==> src/rtl/id_ex_stage.sv <==
// ID/EX pipeline register with operand forwarding into the execute stage.
// Optional forwarding (MEM/WB result forwarding plus the capture-time WB
// bypass) is compiled in when ID_EX_STAGE_FWD_EN is defined; without it the
// operands come only from the latched register-file values, and hazards must
// be resolved upstream by stalling.
module id_ex_stage (
   input  logic        clk,
   input  logic        reset,
   input  logic        d_valid,
   input  logic [31:0] d_pc,
   input  logic [31:0] d_rs_val,
   input  logic [31:0] d_rt_val,
   input  logic [31:0] d_imm32,
   input  logic [4:0]  d_rs_addr,
   input  logic [4:0]  d_rt_addr,
   input  logic [4:0]  d_wa,
   input  logic        d_we,
   input  logic        d_alusrc,
   input  logic [2:0]  d_alu_op,
   input  logic        stall,
   input  logic        flush,
   input  logic        m_we,
   input  logic [4:0]  m_wa,
   input  logic [31:0] m_val,
   input  logic        w_we,
   input  logic [4:0]  w_wa,
   input  logic [31:0] w_val,
   output logic        e_valid,
   output logic [31:0] e_pc,
   output logic [31:0] e_A,
   output logic [31:0] e_B,
   output logic [2:0]  e_op,
   output logic [31:0] e_store,
   output logic [4:0]  e_wa,
   output logic        e_we
);

   logic        valid_q;
   logic [31:0] pc_q;
   logic [31:0] rs_val_q;
   logic [31:0] rt_val_q;
   logic [31:0] imm_q;
   logic [4:0]  rs_addr_q;
   logic [4:0]  rt_addr_q;
   logic [4:0]  wa_q;
   logic        we_q;
   logic        alusrc_q;
   logic [2:0]  op_q;

   logic [31:0] rs_cap;
   logic [31:0] rt_cap;
   logic [31:0] rs_fwd;
   logic [31:0] rt_fwd;

`ifdef ID_EX_STAGE_FWD_EN
   // Forwarding source select for one latched register; MEM beats WB, r0 never forwards.
   function automatic logic [31:0] fwd_sel(input logic [4:0] r, input logic [31:0] v,
                                           input logic mwe, input logic [4:0] mwa,
                                           input logic [31:0] mval, input logic wwe,
                                           input logic [4:0] wwa, input logic [31:0] wval);
      logic [31:0] res;
      res = v;
      if (r != 5'd0) begin
         if (mwe && (mwa == r))      res = mval;
         else if (wwe && (wwa == r)) res = wval;
      end
      return res;
   endfunction

   // Capture-time WB bypass: the register file has not yet absorbed the WB write.
   always_comb begin
      rs_cap = d_rs_val;
      rt_cap = d_rt_val;
      if (w_we && (w_wa != 5'd0) && (w_wa == d_rs_addr)) rs_cap = w_val;
      if (w_we && (w_wa != 5'd0) && (w_wa == d_rt_addr)) rt_cap = w_val;
   end

   // Execute-side operand forwarding from the latched register numbers.
   always_comb begin
      rs_fwd = fwd_sel(rs_addr_q, rs_val_q, m_we, m_wa, m_val, w_we, w_wa, w_val);
      rt_fwd = fwd_sel(rt_addr_q, rt_val_q, m_we, m_wa, m_val, w_we, w_wa, w_val);
   end
`else
   logic unused_fwd;
   assign unused_fwd = ^{m_we, m_wa, m_val, w_we, w_wa, w_val, rs_addr_q, rt_addr_q};

   // Without forwarding the operands are the latched register-file values.
   always_comb begin
      rs_cap = d_rs_val;
      rt_cap = d_rt_val;
      rs_fwd = rs_val_q;
      rt_fwd = rt_val_q;
   end
`endif

   // Pipeline register: reset beats bubble beats capture.
   always_ff @(posedge clk) begin
      if (reset || stall || flush) begin
         valid_q   <= 1'b0;
         pc_q      <= '0;
         rs_val_q  <= '0;
         rt_val_q  <= '0;
         imm_q     <= '0;
         rs_addr_q <= '0;
         rt_addr_q <= '0;
         wa_q      <= '0;
         we_q      <= 1'b0;
         alusrc_q  <= 1'b0;
         op_q      <= '0;
      end else begin
         valid_q   <= d_valid;
         pc_q      <= d_pc;
         rs_val_q  <= rs_cap;
         rt_val_q  <= rt_cap;
         imm_q     <= d_imm32;
         rs_addr_q <= d_rs_addr;
         rt_addr_q <= d_rt_addr;
         wa_q      <= d_wa;
         we_q      <= d_valid & d_we;
         alusrc_q  <= d_alusrc;
         op_q      <= d_alu_op;
      end
   end

   // Output drive: operands after forwarding, control straight from the register.
   always_comb begin
      e_valid = valid_q;
      e_pc    = pc_q;
      e_A     = rs_fwd;
      e_store = rt_fwd;
      e_B     = alusrc_q ? imm_q : rt_fwd;
      e_op    = op_q;
      e_wa    = wa_q;
      e_we    = we_q;
   end

endmodule

==> config.mk <==
export PLATFORM = sky130hd
export DESIGN_NAME = id_ex_stage
export DESIGN_NICKNAME = d
export VERILOG_FILES = /design/src/rtl/id_ex_stage.sv
export SDC_FILE = /design/constraint.sdc
export NUM_CORES = 1
export LEC_CHECK = 0
export CORE_AREA = 2 2 141 143
export CTS_CLUSTER_SIZE = 10
export DETAILED_ROUTE_END_ITERATION = 8
export DIE_AREA = 0 0 143 145
export PLACE_DENSITY = 0.68
export REMOVE_ABC_BUFFERS = 1
export SETUP_SLACK_MARGIN = 0.2
export SYNTH_ARGS = -nofsm -noshare
export SYNTH_HDL_FRONTEND = slang
export SYNTH_SLANG_ARGS = --single-unit
==> constraint.sdc <==
create_clock -name clk -period 1.7 [get_ports clk]
set_clock_uncertainty 0.15 [all_clocks]
set_input_delay 0.17 -clock clk [delete_from_list [all_inputs] [get_ports clk]]
set_output_delay 0.17 -clock clk [all_outputs]
set_load 0.02 [all_outputs]
Yosys cells after proc, flatten, opt, wreduce, memory -nomap -nowiden

Cells that the tools add are included.

Register bits: 139
Output and inout port bits: 138
Word-level logic and storage cells: 13
Input bits: 229

Reduce and logical (&&, ||, !) cells: 2
Muxes and demuxes: 1
Bitwise gates (word level): 1

Operators with widths:

| operator           | number |
|---|---|
| $mux W32           | 1 |
| $logic_or A1 B1 Y1 | 2 |
| $and A1 B1 Y1      | 1 |

Depth between registers and ports, before layout

Gate-level depths: netlist of the first run.

Word-level depth: 2
Gate-level depth with buffers: 4

Worst setup path before layout of the first run

OpenSTA, ideal clock, no wires.

Path type: reg2out
From: register alusrc_q
To: output e_B[3]
Data arrival time: 1.066 ns
Required time: 1.380 ns
Cell stages (with the launch flop): 4
Slack: 0.314 ns
Buffers on the path: 2
Cells stage by stage: dfxtp_1 clkbuf_1 buf_4 mux2_1

Cells in the longest elaborated chain, start to end: 1

RTL lines:

| what                   | line | RTL |
|---|---|---|
| from (decl)            | 47   | `logic alusrc_q;` |
| from (signal assigned) | 120  | `alusrc_q <= d_alusrc;` |
| $mux W32               | 131  | `e_B = alusrc_q ? imm_q : rt_fwd;` |
| to (decl)              | 31   | `output logic [31:0] e_B,` |

Every way passes these cells.

Final worst setup path of the first run

Ends and elaborated chain as after synthesis.

==> metrics.txt, run 1 <==
outcome finished, violations left; failing checks setup timing; Worst-path clk slew 60 ps; cts hold-fix bufs 0; top cell type's share of synthesized area 0.674; max-slew violation count 0; setup violators final 30; synth warn 0; Avg Cell Area, Syn 12.5 um2; Synth cell types 9; first-pass GRT wire length 18.1 mm; P&R area growth vs syn 93.1%; Die Area 0.0207 mm2; CTS sink count 139; final design instance area without fill ~0.0080 mm2; period utilization 1.06; Via Count 3,219; Syn Inst Count between 300 and 400; biggest area consumer among synthesized cells dfxtp_1; slew margin rel. 0.821; Antenna Nets Post-Route 0; drt via density 3.56; CP Max Fanout 6; placer congestion estimate about 0.7; CTS tree done; pin count of the biggest net entering global routing 80; cell with the most instances after synthesis dfxtp_1; Async SR Flop Fraction 0; area of the mapped netlist 0.00413 mm2; crit path to e_B[3]; worst slew pin tran 270 ps; Post-DP Area 0.00725 mm2; register area share after synthesis 0.674; Total GRT Usage 0.117; # port buffers 280; Max-Cap Viols 0; minimum clock period 1800 ps; synth cell count leaders 139 x dfxtp_1, 138 x and2_1, 30 x mux2_2; pwr dens 996 mW/mm2; critical path type flop to output pin; Fin Hold WS 173 ps; ys flop type dfxtp_1; Setup crit start alusrc_q; drt total wl between 10 and 15 mm; CTS Buf Count 17; Hold Path Class input pin to flop; DP HPWL 8.90 mm; pre-CTS setup slack -76.3 ps; n_diodes 0; Max Root-Sink Buffers 2; Fmax achieved ~0.56 GHz; required time of the worst setup path 1380 ps; VDD IR max 0.000574 V; critical path launch point type flop; fin cells 903; vias in the first global route 3,325; initial antenna violation count 0; # H-tree levels 4; fin worst setup slack -101 ps; share of layout cells above drive strength 1 0.177; Die Wd 143 um; row count 51; Ports 367; dominant cells by area after synthesis dfxtp_1 67%, and2_1 21%, mux2_2 8.2%; Placed Cells 862; Remaining DRCs 0; routed len/inst 13.4 um; Post-synth EDFFs 0; DRT Pass-1 Iters 2; Arr. time, crit path 1480 ps; Starting Density 0.215; Core Area 0.0192 mm2; Root Driver clkbuf_16; CP Capture Type output pin; die height 145 um; 1st-iter DRT viols 66; nets@finish 854; grt total ovfl 0; Seq cells post-synth 139; Leakage 3.71 nW; Final Hold Fails 0; RSZ-0062 raised after global routing true; Core Util, Final 0.415
## kinds of logic (layout without fill, tap and decap cells)
logic type	count (synthesis)	after routing	share of synthesized area
buffers and inverters	19	327	0.0252
flip-flops	139	139	0.674
multiplexers	32	32	0.0873
AND/OR/NAND/NOR	140	140	0.213
## sequential cells by signal, summed over array words and instances, names as in the netlist
register and cells:
e_A 32, e_pc 32, e_store 32, imm_q 32
e_wa 5, e_op 3, alusrc_q 1, e_valid 1
e_we 1
## cell usage in the layout, fill, tap and decap left out, drive strengths merged
cell type | netlist | routed
dlygate4sd2 | 0 | 103
clkinv | 0 | 3
and2 | 138 | 138
clkinvlp | 0 | 4
mux2 | 32 | 32
nor3 | 1 | 1
buf | 16 | 47
bufinv | 0 | 3
clkdlybuf4s15 | 0 | 3
clkdlybuf4s50 | 0 | 142
clkbuf | 3 | 17
inv | 0 | 5
and3 | 1 | 1
dfxtp | 139 | 139
## metrics by stage
stage | power, W | setup TNS (ps)
6_report | 0.00794 | -2380
5_1_grt | 0.00827 | -3990
4_1_cts | 0.00807 | -3370
3_5_place_dp | 0.00420 | -1650
3_3_place_gp | 0.00419 | -1300
2_1_floorplan | 0.00366 | -209770
## metal layers
| metal | vias to the layer above | routed length (um) | track usage |
|---|---|---|---|
| li1 | 1609 | - | - |
| met1 | 1427 | 4400 | 0.115 |
| met3 | 6 | 1600 | 0.0729 |
| met5 | - | 0 | 0 |
| met2 | 177 | 5940 | 0.201 |
| met4 | 0 | 141 | 0.0386 |
## final cells by class
| class | instances | area [um2] |
|---|---|---|
| Fill cell | 1857 | 11200 |
| Timing Repair Buffer | 295 | 2890 |
| Sequential cell | 139 | 2790 |
| Multi-Input combinational cell | 172 | 1340 |
| Clock buffer | 17 | 425 |
| Tap cell | 265 | 332 |
| Clock inverter | 15 | 189 |
## what timing repair did
action | 4_1_cts | 5_1_grt
endpoints found under the setup margin | 138 | 33
gates resized for setup | 314 | 8
gates cloned | 2 | 0
buffers inserted | 7 | 0
## power by group
part	switching (W)	total [W]	internal, W
Sequential	0.0000252	0.00337	0.00334
Combinational	0.000260	0.000737	0.000476
Clock	0.00149	0.00383	0.00234
## how the worst min path moves through the flow
stage,cells past startpoint,start,endpoint
final,2,d_rs_val[8],e_A[8]
after CTS,2,d_rs_val[8],e_A[8]
after global routing,2,d_pc[10],e_pc[10]
after global placement,2,d_alusrc,alusrc_q
after floorplan,1,d_alusrc,alusrc_q
after detailed placement,2,d_pc[4],e_pc[4]
## worst max-delay path, stage by stage (launching register included)
cell,delay (ps)
dfxtp_4,390
buf_12,130
buf_16,130
mux2_4,300
buf_6,130
No activity file was read; power rests on OpenSTA's default activity.
==> run 2, diff against run 1 <==
- TNS_END_PERCENT: unset -> 5
==> run 2 against run 1 <==
Compared with the run above:
- the flow still finishes with violations (setup timing)
- die area unchanged
- fmax decreased by 0.45%
- core utilization decreased by 0.48 points
- combinational power decreased by 2%
- final area decreased by 1.1%
- setup slack got worse by 8.1 ps
- total power decreased by 0.17%
- non-clock buffer count decreased by 6
- sequential cell count unchanged
- via count decreased by 1.1%
- clock power about the same
- critical endpoint is now e_B[12]
- largest power group unchanged
==> metrics.txt, run 2 (synthesis gave the netlist of run 1 again) <==
CP Capture Type output pin; critical path type flop to output pin; required time of the worst setup path approximately 1400 ps; drt total wl between 10 and 15 mm; Sw Share 0.224; clock network power share 0.483; slew margin rel. 0.798; Fmax achieved 0.553 GHz; Global Route met3 Usage 0.0713; die height 145 um; most frequent cells in the layout 142 x clkdlybuf4s50_1, 138 x and2_1, 138 x dfxtp_1; failing checks setup timing; CP peak stage delay 370 ps; Top Family by Delay on Critical Path buffers and inverters; Root Driver clkbuf_16; Max-Cap Viols 0; met1 Usage GRT 0.115; worst slew pin tran 304 ps; Placed Cells 862; row count 51; Arr. time, crit path 1490 ps; final setup TNS -2110 ps; Leakage 3.67 nW; Critical Path, Cell by Cell buf_12 -> clkbuf_16 -> mux2_4 -> buf_6; Gate power share 0.091; Seq pwr share 0.425; n_diodes 0; Antenna Nets Post-Route 0; routed len/inst 13.4 um; max-slew violation count 0; CTS tree done; DP HPWL 8.90 mm; Remaining DRCs 0; Ports 367; DRT Pass-1 Iters 2; hold depth 2; pwr dens 1010 mW/mm2; RSZ-0062 raised after global routing true; Int Power 0.00615 W; Worst-path clk slew approximately 60 ps; NetSw between 0.0015 and 0.002 W; # H-tree levels 4; period utilization 1.06; grt total ovfl 0; Max Root-Sink Buffers 2; fin cells 897; Die Wd 143 um; Core Area ~0.019 mm2; Via Count 3,185; cts hold-fix bufs 0; CP Max Fanout 6; drt via density about 3.6; Setup crit start alusrc_q; Hold Path Origin d_rs_val[8]; Hold Path Class input pin to flop; initial antenna violation count 0; hold endpoint e_A[8]; pin count of the biggest net entering global routing 80; share of layout cells above drive strength 1 0.169; outcome finished, violations left; # port buffers 280; minimum clock period 1810 ps; VDD IR max 0.000574 V; P&R area growth vs syn 90.9%; Total GRT Usage 0.115; vias in the first global route 3,255; Design Power 0.00792 W; fin worst setup slack -109 ps; Final Hold Fails 0; Buf/Inv on CP 3; most common cell after layout, fill and taps aside clkdlybuf4s50_1; nets@finish 848; CTS Buf Count 17; 1st-iter DRT viols 74; CTS sink count 139; first-pass GRT wire length between 15 and 20 mm; pre-CTS setup slack -76.3 ps; met2 Use GR 0.194; Slowest-stage cell, CP dfxtp_4; Starting Density 0.215; placer congestion estimate 0.711; gr busiest metal met2; setup violators final 31; Die Area slightly above 0.02 mm2; critical path launch point type flop
[run 2: cell types whose count changed in the layout (fill, tap and decap cells not counted)]
cell	before	now
buf_16	2	1
buf_2	6	10
buf_4	7	2
buf_6	27	22
clkbuf_16	17	18
mux2_2	5	9
mux2_4	26	22
[run 2: final cells by class]
type	count	area [um2]
Fill cell	1870	11300
Timing Repair Buffer	289	2820
Sequential cell	139	2790
Multi-Input combinational cell	172	1330
Clock buffer	17	425
Tap cell	265	332
Clock inverter	15	189
[run 2: metrics by stage]
| step | hold slack (ps) | util | instance area (um2) |
|---|---|---|---|
| 2_1_floorplan | 142 | - | 4020 |
| 3_3_place_gp | 585 | 0.377 | 7250 |
| 3_5_place_dp | 588 | 0.377 | 7250 |
| 4_1_cts | 148 | 0.401 | 7700 |
| 5_1_grt | 154 | 0.410 | 7880 |
| 6_report | 173 | 0.410 | 7880 |
[run 2: power by group through the flow]
stage               clock, W  sequential [W]  combinational (W)
floorplan                  0         0.00353           0.000127
global placement           0         0.00344           0.000751
detailed placement         0         0.00344           0.000755
CTS                  0.00395         0.00337           0.000709
global route         0.00410         0.00338           0.000777
finish               0.00383         0.00337           0.000724
[run 2: worst max-delay path by stage]
| stage | end | slack [ps] | cells past startpoint |
|---|---|---|---|
| final | e_B[12] | -110 | 4 |
| after global routing | e_B[12] | -150 | 4 |
| after CTS | e_B[19] | -180 | 4 |
| after detailed placement | e_B[30] | -80 | 3 |
| after global placement | e_B[30] | -70 | 3 |
| after floorplan | e_we | -1540 | 2 |
[run 2: timing repair]
item	in CTS	in global routing
gates cloned	1	1
resized for setup	262	46
buffers inserted	1	0
endpoints found under the setup margin	138	33
[run 2: layer usage]
layer | share of wire | vias up
met5 | 0 | -
met1 | 0.37 | 1407
met4 | 0.012 | 0
met2 | 0.49 | 175
li1 | - | 1597
met3 | 0.13 | 6
==> run 3, diff against run 2 <==
- CELL_PAD_IN_SITES_DETAIL_PLACEMENT: unset -> 0
- CELL_PAD_IN_SITES_GLOBAL_PLACEMENT: unset -> 2
- CORE_AREA: 2 2 141 143 -> unset
- CORE_ASPECT_RATIO: unset -> 2
- CORE_UTILIZATION: unset -> 17
- DIE_AREA: 0 0 143 145 -> unset
- PLACE_DENSITY: 0.68 -> 0.9
==> run 3 against run 2 <==
Compared with the run above:
- the run ends with DRC, setup timing left
- die area is 20% higher
- clock power is 9.1% higher
- core utilization is 8.3 points lower
- via count is 0.69% higher
- routed wire length is 4.9% higher
- critical path type unchanged
- critical endpoint is now e_B[18]
- largest power group unchanged
- highest routed layer unchanged
==> metrics.txt, run 3 (synthesis gave the netlist of run 1 again) <==
outcome finished, violations left; failing checks DRC, setup timing; Root Driver clkbuf_16; RSZ-0062 raised after global routing true; most common cell after layout, fill and taps aside clkdlybuf4s50_1; fin worst setup slack -98.2 ps; row count 80; most frequent cells in the layout 142 x clkdlybuf4s50_1, 138 x and2_1, 138 x dfxtp_1; top layer in use met4; Antenna Nets Post-Route 0; placer congestion estimate 0.761; WL met2 6.54 mm; max-slew violation count 0; final design instance area without fill approximately 0.008 mm2; Max-Cap Viols 0; Ports 367; critical path launch point type flop; share of layout cells above drive strength 1 0.167; Total GRT Usage 0.107; required time of the worst setup path 1380 ps; DP HPWL 9.52 mm; DRT Pass-1 Iters 8; VDD IR max 0.000644 V; n_diodes 0; Via Count 3,207; worst slew pin tran 343 ps; Slowest-stage cell, CP dfxtp_4; crit path to e_B[18]; drt via density 3.50; Final Hold Fails 0; Placed Cells 886; CP Max Fanout 15; WL met3 1.11 mm; CTS sink count about 140; die height 222 um; # port buffers 280; first-pass GRT wire length 18.8 mm; Setup crit start alusrc_q; initial antenna violation count 0; Post-DP Area 0.00733 mm2; Core Util, Final 0.328; fin cells roughly 920; Die Area 0.0249 mm2; # H-tree levels 4; pwr dens 1060 mW/mm2; nets@finish 847; grt total ovfl 0; pin count of the biggest net entering global routing 45; period utilization 1.06; drt total wl roughly 13 mm; Remaining DRCs 14; CTS tree done; vias in the first global route ~3,300; 1st-iter DRT viols 79; hold depth 2; Die Wd 112 um; Leakage roughly 3.7 nW; Starting Density 0.173; Hold Path Class input pin to flop; # Post-CTS Setup Buffers 0; Arr. time, crit path 1480 ps; slew margin rel. 0.771; P&R area growth vs syn 89.1%; setup violators final 32; Fmax achieved around 0.56 GHz; CTS Buf Count 17; met1 wire length 4.42 mm; Critical Path, Cell by Cell buf_12 -> mux2_2 -> buf_2; minimum clock period 1800 ps; fill count 2,469; Core Area 0.0238 mm2; Worst-path clk slew about 60 ps; Max Root-Sink Buffers 2; CP Capture Type output pin; critical path type flop to output pin; routed len/inst 13.7 um; CP peak stage delay 380 ps
[run 3: worst min-delay path by stage]
stage	endpoint	slack, ps	from
6_report	alusrc_q	140	d_alusrc
5_1_grt	alusrc_q	110	d_alusrc
4_1_cts	alusrc_q	100	d_alusrc
3_5_place_dp	e_pc[16]	590	d_pc[16]
3_3_place_gp	alusrc_q	590	d_alusrc
2_1_floorplan	alusrc_q	140	d_alusrc
[run 3: report_power, final]
group / leakage (nW) / internal [W] / switching [W] / total, W
registers: 1.13 / 0.00334 / 0.0000247 / 0.00337
logic: 2.20 / 0.000450 / 0.000252 / 0.000702
clock network: 0.321 / 0.00275 / 0.00143 / 0.00418
[run 3: cell type report]
| class | instances | area [um2] | area share |
|---|---|---|---|
| sequential | 139 | 2790 | 0.357 |
| timing repair buffer | 288 | 2720 | 0.349 |
| multi-input combinational | 172 | 1270 | 0.163 |
| clock buffer | 21 | 480 | 0.0616 |
| tap | 287 | 359 | 0.0460 |
| clock inverter | 10 | 188 | 0.0241 |
[run 3: per-layer routing]
layer | vias up | GRT usage
li1 | 1595 | -
met1 | 1433 | 0.0960
met2 | 155 | 0.185
met3 | 24 | 0.0480
met4 | 0 | 0.0809
met5 | - | 0
[run 3: stage by stage]
| stage | setup slack, ps | setup TNS [ps] | power (W) | hold WS (ps) |
|---|---|---|---|---|
| after floorplan | -1540 | -209770 | 0.00366 | 142 |
| after global placement | -72.2 | -1250 | 0.00420 | 586 |
| after detailed placement | -75.5 | -1430 | 0.00421 | 588 |
| after CTS | -156 | -4260 | 0.00846 | 97.3 |
| after global routing | -169 | -4620 | 0.00863 | 114 |
| final | -98.2 | -2360 | 0.00826 | 141 |
[run 3: timing repair]
action,in CTS,in global routing
hold buffers,0,0
cloned,0,0
endpoints found under the setup margin,138,34
gates resized for setup,257,12
[run 3: worst max-delay path, delay by kind of cell (launching register included)]
kind	cells	cell delay [ps]
muxes	1	340
DFF	1	380
buffers and inverters	2	320
